### src/rtl/conv_sched.sv
// Transmit scheduler for the PHY width converter: queues width-tagged words and
// replays each one for its 8-bit beat count, sequencing the converter mode when idle.
module conv_sched #(
    parameter int DEPTH = 4,
    parameter int AW    = 2
) (
    input  logic        CLK,
    input  logic        ENB,
    input  logic        up_valid,
    output logic        up_ready,
    input  logic [31:0] up_data,
    input  logic [1:0]  up_width,
    input  logic        mode_req,
    output logic [31:0] conv_in,
    output logic [1:0]  conv_pclk,
    output logic        conv_modo,
    output logic        conv_valid,
    output logic [1:0]  beat,
    output logic        busy,
    output logic        err_width
);

    typedef enum logic {
        S_IDLE = 1'b0,
        S_SEND = 1'b1
    } state_t;

    logic [33:0] r_mem [DEPTH];
    logic [AW:0] r_wptr;
    logic [AW:0] r_rptr;

    state_t      r_state;
    logic [31:0] r_conv_in;
    logic [1:0]  r_conv_pclk;
    logic        r_conv_modo;
    logic        r_conv_valid;
    logic [1:0]  r_beat;
    logic        r_err_width;

    logic        w_empty;
    logic        w_full;
    logic        w_push;
    logic        w_pop;
    logic        w_last;
    logic        w_head_ill;
    logic [33:0] w_head;
    logic [1:0]  w_last_beat;

    // Pointers carry one extra wrap bit so full and empty can be told apart.
    assign w_empty    = (r_wptr == r_rptr);
    assign w_full     = (r_wptr[AW] != r_rptr[AW]) &&
                        (r_wptr[AW-1:0] == r_rptr[AW-1:0]);
    assign w_push     = up_valid && !w_full;
    assign w_head     = r_mem[r_rptr[AW-1:0]];
    assign w_head_ill = (w_head[33:32] == 2'b11);

    always_comb begin
        w_last_beat = 2'd0;
        case (r_conv_pclk)
            2'b00:   w_last_beat = 2'd3;
            2'b01:   w_last_beat = 2'd1;
            default: w_last_beat = 2'd0;
        endcase
    end

    assign w_last = (r_state == S_SEND) && (r_beat == w_last_beat);
    // The head is consumed whenever a new word could start: idle, or the final beat.
    assign w_pop  = !w_empty && ((r_state == S_IDLE) || w_last);

    always_ff @(posedge CLK) begin
        if (w_push) begin
            r_mem[r_wptr[AW-1:0]] <= {up_width, up_data};
        end
    end

    always_ff @(posedge CLK or negedge ENB) begin
        if (!ENB) begin
            r_wptr <= '0;
            r_rptr <= '0;
        end else begin
            if (w_push) begin
                r_wptr <= r_wptr + 1'b1;
            end
            if (w_pop) begin
                r_rptr <= r_rptr + 1'b1;
            end
        end
    end

    always_ff @(posedge CLK or negedge ENB) begin
        if (!ENB) begin
            r_state      <= S_IDLE;
            r_conv_in    <= 32'd0;
            r_conv_pclk  <= 2'b00;
            r_conv_modo  <= 1'b0;
            r_conv_valid <= 1'b0;
            r_beat       <= 2'd0;
            r_err_width  <= 1'b0;
        end else begin
            r_err_width <= 1'b0;
            if ((r_state == S_IDLE) && w_empty) begin
                r_conv_modo <= mode_req;
            end else if ((r_state == S_SEND) && !w_last) begin
                r_beat <= r_beat + 2'd1;
            end else if (w_empty || w_head_ill) begin
                // Last beat with nothing usable next: drop back to idle, flag a bad width.
                r_state      <= S_IDLE;
                r_conv_valid <= 1'b0;
                r_beat       <= 2'd0;
                r_err_width  <= !w_empty;
            end else begin
                r_state      <= S_SEND;
                r_conv_in    <= w_head[31:0];
                r_conv_pclk  <= w_head[33:32];
                r_conv_valid <= 1'b1;
                r_beat       <= 2'd0;
            end
        end
    end

    assign up_ready   = !w_full;
    assign busy       = !w_empty || (r_state == S_SEND);
    assign conv_in    = r_conv_in;
    assign conv_pclk  = r_conv_pclk;
    assign conv_modo  = r_conv_modo;
    assign conv_valid = r_conv_valid;
    assign beat       = r_beat;
    assign err_width  = r_err_width;

endmodule

### config.mk
export PLATFORM = sky130hd
export DESIGN_NAME = conv_sched
export DESIGN_NICKNAME = d
export VERILOG_FILES = /design/src/rtl/conv_sched.sv
export SDC_FILE = /design/constraint.sdc
export NUM_CORES = 1
export LEC_CHECK = 0
export BUFFER_PORTS_ARGS = -buffer_cell sky130_fd_sc_hd__buf_2
export CAP_MARGIN = 20
export CORE_MARGIN = 2
export CORE_UTILIZATION = 40
export DETAILED_ROUTE_END_ITERATION = 8
export PLACE_DENSITY = 0.64
export SLEW_MARGIN = 10
export SYNTH_ARGS = -nofsm -noshare
export SYNTH_HDL_FRONTEND = slang
export SYNTH_SLANG_ARGS = --single-unit
### constraint.sdc
create_clock -name CLK -period 2.9 [get_ports CLK]
set_input_delay 0.58 -clock CLK [delete_from_list [all_inputs] [get_ports CLK]]
set_output_delay 0.58 -clock CLK [all_outputs]
set_load 0.1 [all_outputs]
### After elaboration in Yosys (flattened, before gate mapping)

Memories as Yosys holds them, arrays and structs flattened.
Index checks and enable logic that the tools add are counted.

* bits of input ports: 38
* register bits: 45
* RAM bits: 136
* memories: 1
* logic and storage cells: 45
* bits in read-only memories: 0
* bits in latches: 0

* equal/unequal tests: 6
* $lt $le $gt $ge: 0
* div/mod/pow operators: 0
* multipliers: 0
* shifts and indexed selects: 0
* multiplexer cells: 8
* bitwise gates (word level): 4
* reduce and logical (&&, ||, !) cells: 15
* $add $sub $neg: 3

Memories
* r_mem: words 4, bits a word 34, read ports 1, clocked after memory_dff 0, wr ports 1, line 28 `logic [33:0] r_mem [DEPTH];`

Operator list (number)
* $add A3 B1 Y3 const B: 2
* $logic_and A1 B1 Y1: 6
* $mux W1: 6
* $eq A2 B2 Y1: 2
* $not A1 Y1: 4
* $pmux W2 S2: 1
* $eq A3 B3 Y1: 1
* $logic_not A1 Y1: 3
* $logic_or A1 B1 Y1: 3
* $reduce_and A3 Y1: 1
* $add A2 B1 Y2 const B: 1
* $eq A2 B1 Y1 const B: 1
* $eq A2 B2 Y1 const B: 1
* $logic_not A2 Y1: 1
* $mux W2: 1
* $reduce_and A2 Y1: 1
* $ne A1 B1 Y1: 1

### Longest topological paths before layout

Gate-level depths: netlist of run 1.

* depth in word-level cells: 8
* depth in mapped cells: 6
* depth with buffers taken out: 4

### Worst setup path after synthesis of run 1

No wires, ideal clock.

* path type: reg2out
* start: reg, netlist name conv_valid
* end: out busy
* path buffers: 0
* cell stages (with the launch flop): 3
* data arrival time: 1908 ps
* slack: 412 ps
* path through: dfrtp_1 and4bb_2 inv_1

RTL lines
* end: declaration: line 19 `output logic busy,`

### Final worst setup path of run 1

* start: reg r_rptr[1]
* end: out busy

* cells in the longest elaborated chain, start to end: 3

Ends and longest elaborated chain
* start: declaration: line 30 `logic [AW:0] r_rptr;`
* start signal: assignment: line 85 `r_rptr <= r_rptr + 1'b1;`
* $eq A3 B3 Y1: line 50 `assign w_empty = (r_wptr == r_rptr);`
* $logic_not A1 Y1: line 122 `assign busy = !w_empty || (r_state == S_SEND);`
* $logic_or A1 B1 Y1: line 122

Every way passes these cells.

==> results.sh, run 1 <==
export IMPL_drive_above_1_share_pct=45.8
export IMPL_postRouteAntennaNets=0
export IMPL_top_usage_layer="met2"
export IMPL_postCtsResizedCells=0
export IMPL_clock_sinks=181
export IMPL_use_met1_pct=18.7
export IMPL_synthSimpleGateAreaFrac_pct=1.76
export IMPL_synth_edf_count=136
export IMPL_ys_seq_elements=181
export IMPL_drt_iter0_drc=155
export IMPL_tns_ns=0
export IMPL_yosys_area_share_adder_pct=0.905
export IMPL_clock_skew_ns=0.00784
export IMPL_ys_seq_area_share_pct=75.4
export IMPL_synth_top_family_by_area="multiplexers"
export IMPL_clock_latency_ns=0.42
export IMPL_synth_xor_area_share_pct=1.01
export IMPL_syn_area_um2=6910
export IMPL_cts_buffers=17
export IMPL_holdCritPathClass="input pin to async pin"
export IMPL_worst_pin_slew_ns=0.809
export IMPL_placed_area_um2=7640
export IMPL_grt_usage_pct=14.4
export IMPL_required_ns=2.32
export IMPL_grt_pass1_vias=3352
export IMPL_syn_inst=309
export IMPL_htree_levels=4
export IMPL_drt_vias_per_instance=4.86
export IMPL_grt_pass1_wl_mm=19.2
export IMPL_post_cts_buffers=0
export IMPL_maxCapViolCount=0
export IMPL_hold_buffers=0
export IMPL_nets=451
export IMPL_diodes=0
export IMPL_critPathKind="flop to output pin"
export IMPL_grt_max_degree=33
export IMPL_postSynth_asyncResetShare_pct=24.9
export IMPL_coreArea_um2=17100
export IMPL_avgSynthCellArea_um2=22.4
export IMPL_start_util_pct=40.4
export IMPL_die_x_um=135
export IMPL_syn_to_final_growth_pct=18.4
export IMPL_dp_hpwl_mm=7.88
export IMPL_arrival_ns=2.16
export IMPL_dr_pass1_iters=4
export IMPL_port_buffers=78
export IMPL_status="finished, final reports clean"
export IMPL_clkTransAtPathRegs_ns=0.06
export IMPL_row_count=48
export IMPL_synthMuxAreaShare_pct=18.4
export IMPL_design_area_um2=8180
export IMPL_die_area_um2=18300
export IMPL_pin_count=79
export IMPL_overflow=0
export IMPL_met2_usage_pct=23.1
export IMPL_synth_fp_nets=352
export IMPL_cts_tree="done"
export IMPL_yosys_warnings=0
export IMPL_place_congestion=0.738
export IMPL_setup_viol=0
export IMPL_relSlewSlack_pct=46.1
export IMPL_period_needed_ns=2.74
export IMPL_met3_usage_pct=4.94
export IMPL_drc=0
export IMPL_synth_compound_area_share_pct=1.05
export IMPL_num_vias=3137
export IMPL_antenna_found_initial=1
export IMPL_critical_path_startpoint_type="flop"
export IMPL_slew_viol_final=0
export IMPL_wl_per_cell_um=18.9
export IMPL_chipHeight_um=135
export IMPL_root_buffer="clkbuf_16"
export IMPL_hold_viol_final=0
export IMPL_yosysUniqueCellTypes=27
export IMPL_ys_flop_type="edfxtp_1"
export IMPL_totalWireLength_mm=12.2
export IMPL_end_kind="output pin"
export IMPL_period_share_pct=94.4
export IMPL_fmax_ghz=0.365
export IMPL_grt_setup_unrepaired="false"
export IMPL_cts_buffer_depth=2
export IMPL_critPathMaxFanout=21
-- cell usage in the layout, fill, tap and decap left out, types with 6 or more instances in the layout --
cell type / n
xnor2_1: 6
dfrtp_1: 43
inv_1: 7
mux4_2: 34
buf_2: 78
edfxtp_1: 136
clkbuf_1: 7
buf_4: 11
mux2_4: 30
clkbuf_16: 17
-- sequential cells by signal, summed over array words and instances (netlist names) --
register    flops
r_mem         136
conv_in        32
r_rptr          3
r_wptr          3
beat            2
conv_pclk       2
conv_modo       1
conv_valid      1
err_width       1
-- worst paths after layout --
check / cells past startpoint / to / slack (ns) / startpoint
setup / recovery: 4 / busy / 0.16 / r_rptr[1]
hold / removal: 1 / conv_in[17] / 0.25 / ENB
setup reg to reg: 4 / r_mem[0][2] / 0.45 / r_rptr[1]
hold reg to reg: 1 / r_wptr[2] / 0.50 / r_wptr[2]
max in group asynchronous: 2 / conv_in[19] / 1.95 / ENB
min in group CLK: 1 / r_mem[1][33] / 0.37 / up_width[1]
-- cell usage after synthesis, drive strengths merged (2+ instances only) --
| library cell | instances | area share [%] |
|---|---|---|
| and2 | 4 | 0.36 |
| buf | 8 | 0.94 |
| xnor2 | 6 | 0.76 |
| nand2 | 6 | 0.36 |
| o21ai | 2 | 0.14 |
| edfxtp | 136 | 59 |
| clkbuf | 3 | 0.16 |
| nand3 | 4 | 0.47 |
| inv | 7 | 0.38 |
| ha | 5 | 0.91 |
| mux2 | 34 | 7.2 |
| dfrtp | 45 | 16 |
| xor2 | 2 | 0.25 |
| a31oi | 5 | 0.45 |
| mux4 | 34 | 11 |
-- routing by layer --
metal  vias up  share of wire [%]
met5         -              0.090
met4         2                1.1
met3        17                5.2
met2        89                 49
met1      1598                 45
li1       1431                  -
-- logic make-up (layout without fill, tap and decap cells) --
group                    Yosys count  in the layout
AO/OA/AOI/OAI                      9              9
XOR/XNOR                           8              8
adder cells (fa/ha/maj)            5              5
buffers and inverters             18            130
flip-flops                       181            181
multiplexers                      69             69
AND/OR/NAND/NOR                   19             19
-- critical path: stages (launching register included) --
cell      delay (ns)
dfrtp_2         0.71
xnor2_1         0.23
and4bb_2        0.32
inv_1           0.06
buf_2           0.42
-- cell type report --
class                   count  area [µm²]
clock buffers              27         493
repair buffers             91         513
multi-input cells         110        1600
flip-flops and latches    181        5210
clock inverters             5        53.8
well taps                 225         282
fillers                  1440        8930
inverters                   7        26.3
-- through the flow --
step	cells	hold WS [ns]	worst slack, ns	utilization, %
after floorplan	309	0.284	0.412	-
after global placement	614	0.485	0.538	44.6
after detailed placement	614	0.494	0.435	44.6
after CTS	646	0.264	0.111	47.8
after global routing	646	0.297	0.0300	47.8
final	646	0.247	0.162	47.8
Power of run 1 is not shown: default switching activity piles up to over one toggle a cycle in this logic, so the estimate is an artifact.
==> run 2, diff against run 1 <==
--- a/config.mk
+++ b/config.mk
@@ -7,8 +7,10 @@
 export LEC_CHECK = 0
 export BUFFER_PORTS_ARGS = -buffer_cell sky130_fd_sc_hd__buf_2
 export CAP_MARGIN = 20
+export CORE_ASPECT_RATIO = 0.9
 export CORE_MARGIN = 2
 export CORE_UTILIZATION = 40
+export CTS_CLUSTER_SIZE = 16
 export DETAILED_ROUTE_END_ITERATION = 8
 export PLACE_DENSITY = 0.64
 export SLEW_MARGIN = 10
==> constraint.sdc (replaced) <==
create_clock -name CLK -period 2.9 [get_ports CLK]
set_input_delay 0.29 -clock CLK [delete_from_list [all_inputs] [get_ports CLK]]
set_output_delay 0.29 -clock CLK [all_outputs]
set_load 0.1 [all_outputs]
==> results.sh, run 2 (synthesis gave the netlist of run 1 again) <==
export IMPL_top_layer="met5"
export IMPL_postCtsResizedCells=0
export IMPL_cts_tree="done"
export IMPL_drt_vias_per_instance=5.04
export IMPL_root_buffer="clkbuf_16"
export IMPL_grt_pass1_vias=3397
export IMPL_worst_path_dominant_cell_family="multiplexers"
export IMPL_worst_pin_slew_ns=0.807
export IMPL_num_vias=3192
export IMPL_layout_common_cells="edfxtp_1, buf_2, dfrtp_1"
export IMPL_nets=452
export IMPL_crit_slowest_cell="dfrtp_2"
export IMPL_relSlewSlack_pct=46.2
export IMPL_drive_above_1_share_pct=46.9
export IMPL_met3_wirelength_um=806
export IMPL_totalWireLength_mm=12.4
export IMPL_post_cts_buffers=0
export IMPL_antenna_found_initial=1
export IMPL_drt_met1_wl_mm=5.62
export IMPL_pin_count=79
export IMPL_grt_usage_pct=14.8
export IMPL_required_ns=3.21
export IMPL_die_area_um2=18300
export IMPL_chipHeight_um=129
export IMPL_clkTransAtPathRegs_ns=0.06
export IMPL_grt_pass1_wl_mm=19.3
export IMPL_clock_sinks=181
export IMPL_tns_ns=0
export IMPL_grt_setup_unrepaired="false"
export IMPL_critPathMaxFanout=32
export IMPL_clock_latency_ns=0.43
export IMPL_setup_viol=0
export IMPL_cts_buffer_depth=2
export IMPL_start_util_pct=40.9
export IMPL_diodes=0
export IMPL_overflow=0
export IMPL_postRouteAntennaNets=0
export IMPL_dp_hpwl_mm=7.80
export IMPL_arrival_ns=2.78
export IMPL_cp_num_buf_inv=0
export IMPL_layout_commonest_cell="edfxtp_1"
export IMPL_port_buffers=78
export IMPL_pre_cts_ws_ns=0.377
export IMPL_setup_ws_ns=0.425
export IMPL_place_congestion=0.690
export IMPL_htree_levels=4
export IMPL_slowest_delay_ns=0.57
export IMPL_clock_skew_ns=0.00755
export IMPL_fmax_ghz=0.404
export IMPL_crit_chain="mux4_2, nand2_2, nand3_4, mux2_4"
export IMPL_critical_path_startpoint_type="flop"
export IMPL_hold_viol_final=0
export IMPL_maxCapViolCount=0
export IMPL_nFillCells=1393
export IMPL_grt_max_degree=33
export IMPL_row_count=45
export IMPL_drt_iter0_drc=245
export IMPL_wl_met2_mm=5.85
export IMPL_die_x_um=143
export IMPL_critPathKind="flop to flop"
export IMPL_largest_reg_flops=136
export IMPL_cts_buffers=17
export IMPL_period_share_pct=85.3
export IMPL_wl_per_cell_um=19.6
export IMPL_drc=0
export IMPL_syn_to_final_growth_pct=19.3
export IMPL_slew_viol_final=0
export IMPL_holdCritPathClass="input pin to flop"
export IMPL_coreArea_um2=16900
export IMPL_end_kind="flop"
export IMPL_period_needed_ns=2.48
export IMPL_dr_pass1_iters=6
export IMPL_status="finished, final reports clean"
-- run 2: cell count changes in the layout (fill, tap and decap cells not counted) --
cell | previous run | this run
dlygate4sd3_1 | 0 | 1
clkinvlp_4 | 2 | 1
bufinv_16 | 1 | 4
clkinv_2 | 1 | 5
clkbuf_1 | 7 | 2
clkbuf_8 | 3 | 2
-- run 2: routing by layer --
metal	vias up	track usage [%]
met5	-	0
met4	2	5.42
met3	14	5.28
met2	95	22.8
met1	1649	19.5
li1	1432	-
-- run 2: cell type report --
class,count,area (µm²),area share [%]
timing repair buffer,92,523,6.34
clock buffer,21,460,5.58
clock inverter,11,156,1.90
tap,211,264,3.20
multi-input combinational,110,1600,19.4
sequential,181,5210,63.2
inverter,7,26.3,0.319
-- run 2: worst paths after layout --
path                              from      endpoint  slack, ns  cells after the start
max reg2reg                  r_rptr[0]   conv_in[31]       0.42                      4
min                        up_data[18]  r_mem[1][18]       0.07                      1
max                          r_rptr[0]   conv_in[31]       0.42                      4
min reg2reg                  r_wptr[2]     r_wptr[2]       0.49                      1
max in group asynchronous          ENB     r_wptr[2]       1.70                      3
min in group asynchronous          ENB   conv_in[10]       0.49                      2
-- run 2: stage by stage --
stage / hold slack (ns) / cell area [µm²] / utilization [%] / std cells
final: 0.0730 / 8250 / 48.8 / 633
after global routing: 0.0573 / 8250 / 48.8 / 633
after CTS: 0.0546 / 8250 / 48.8 / 633
after detailed placement: 0.447 / 7620 / 45.1 / 600
after global placement: 0.429 / 7620 / 45.1 / 600
after floorplan: -0.00559 / 6910 / - / 309
-- run 2: what timing repair did --
action | CTS | global route
hold buffers | 1 | 0
hold endpoints to repair | 31 | 0
endpoints found under the setup margin | 0 | 0
Power of run 2 is left out for the same reason.
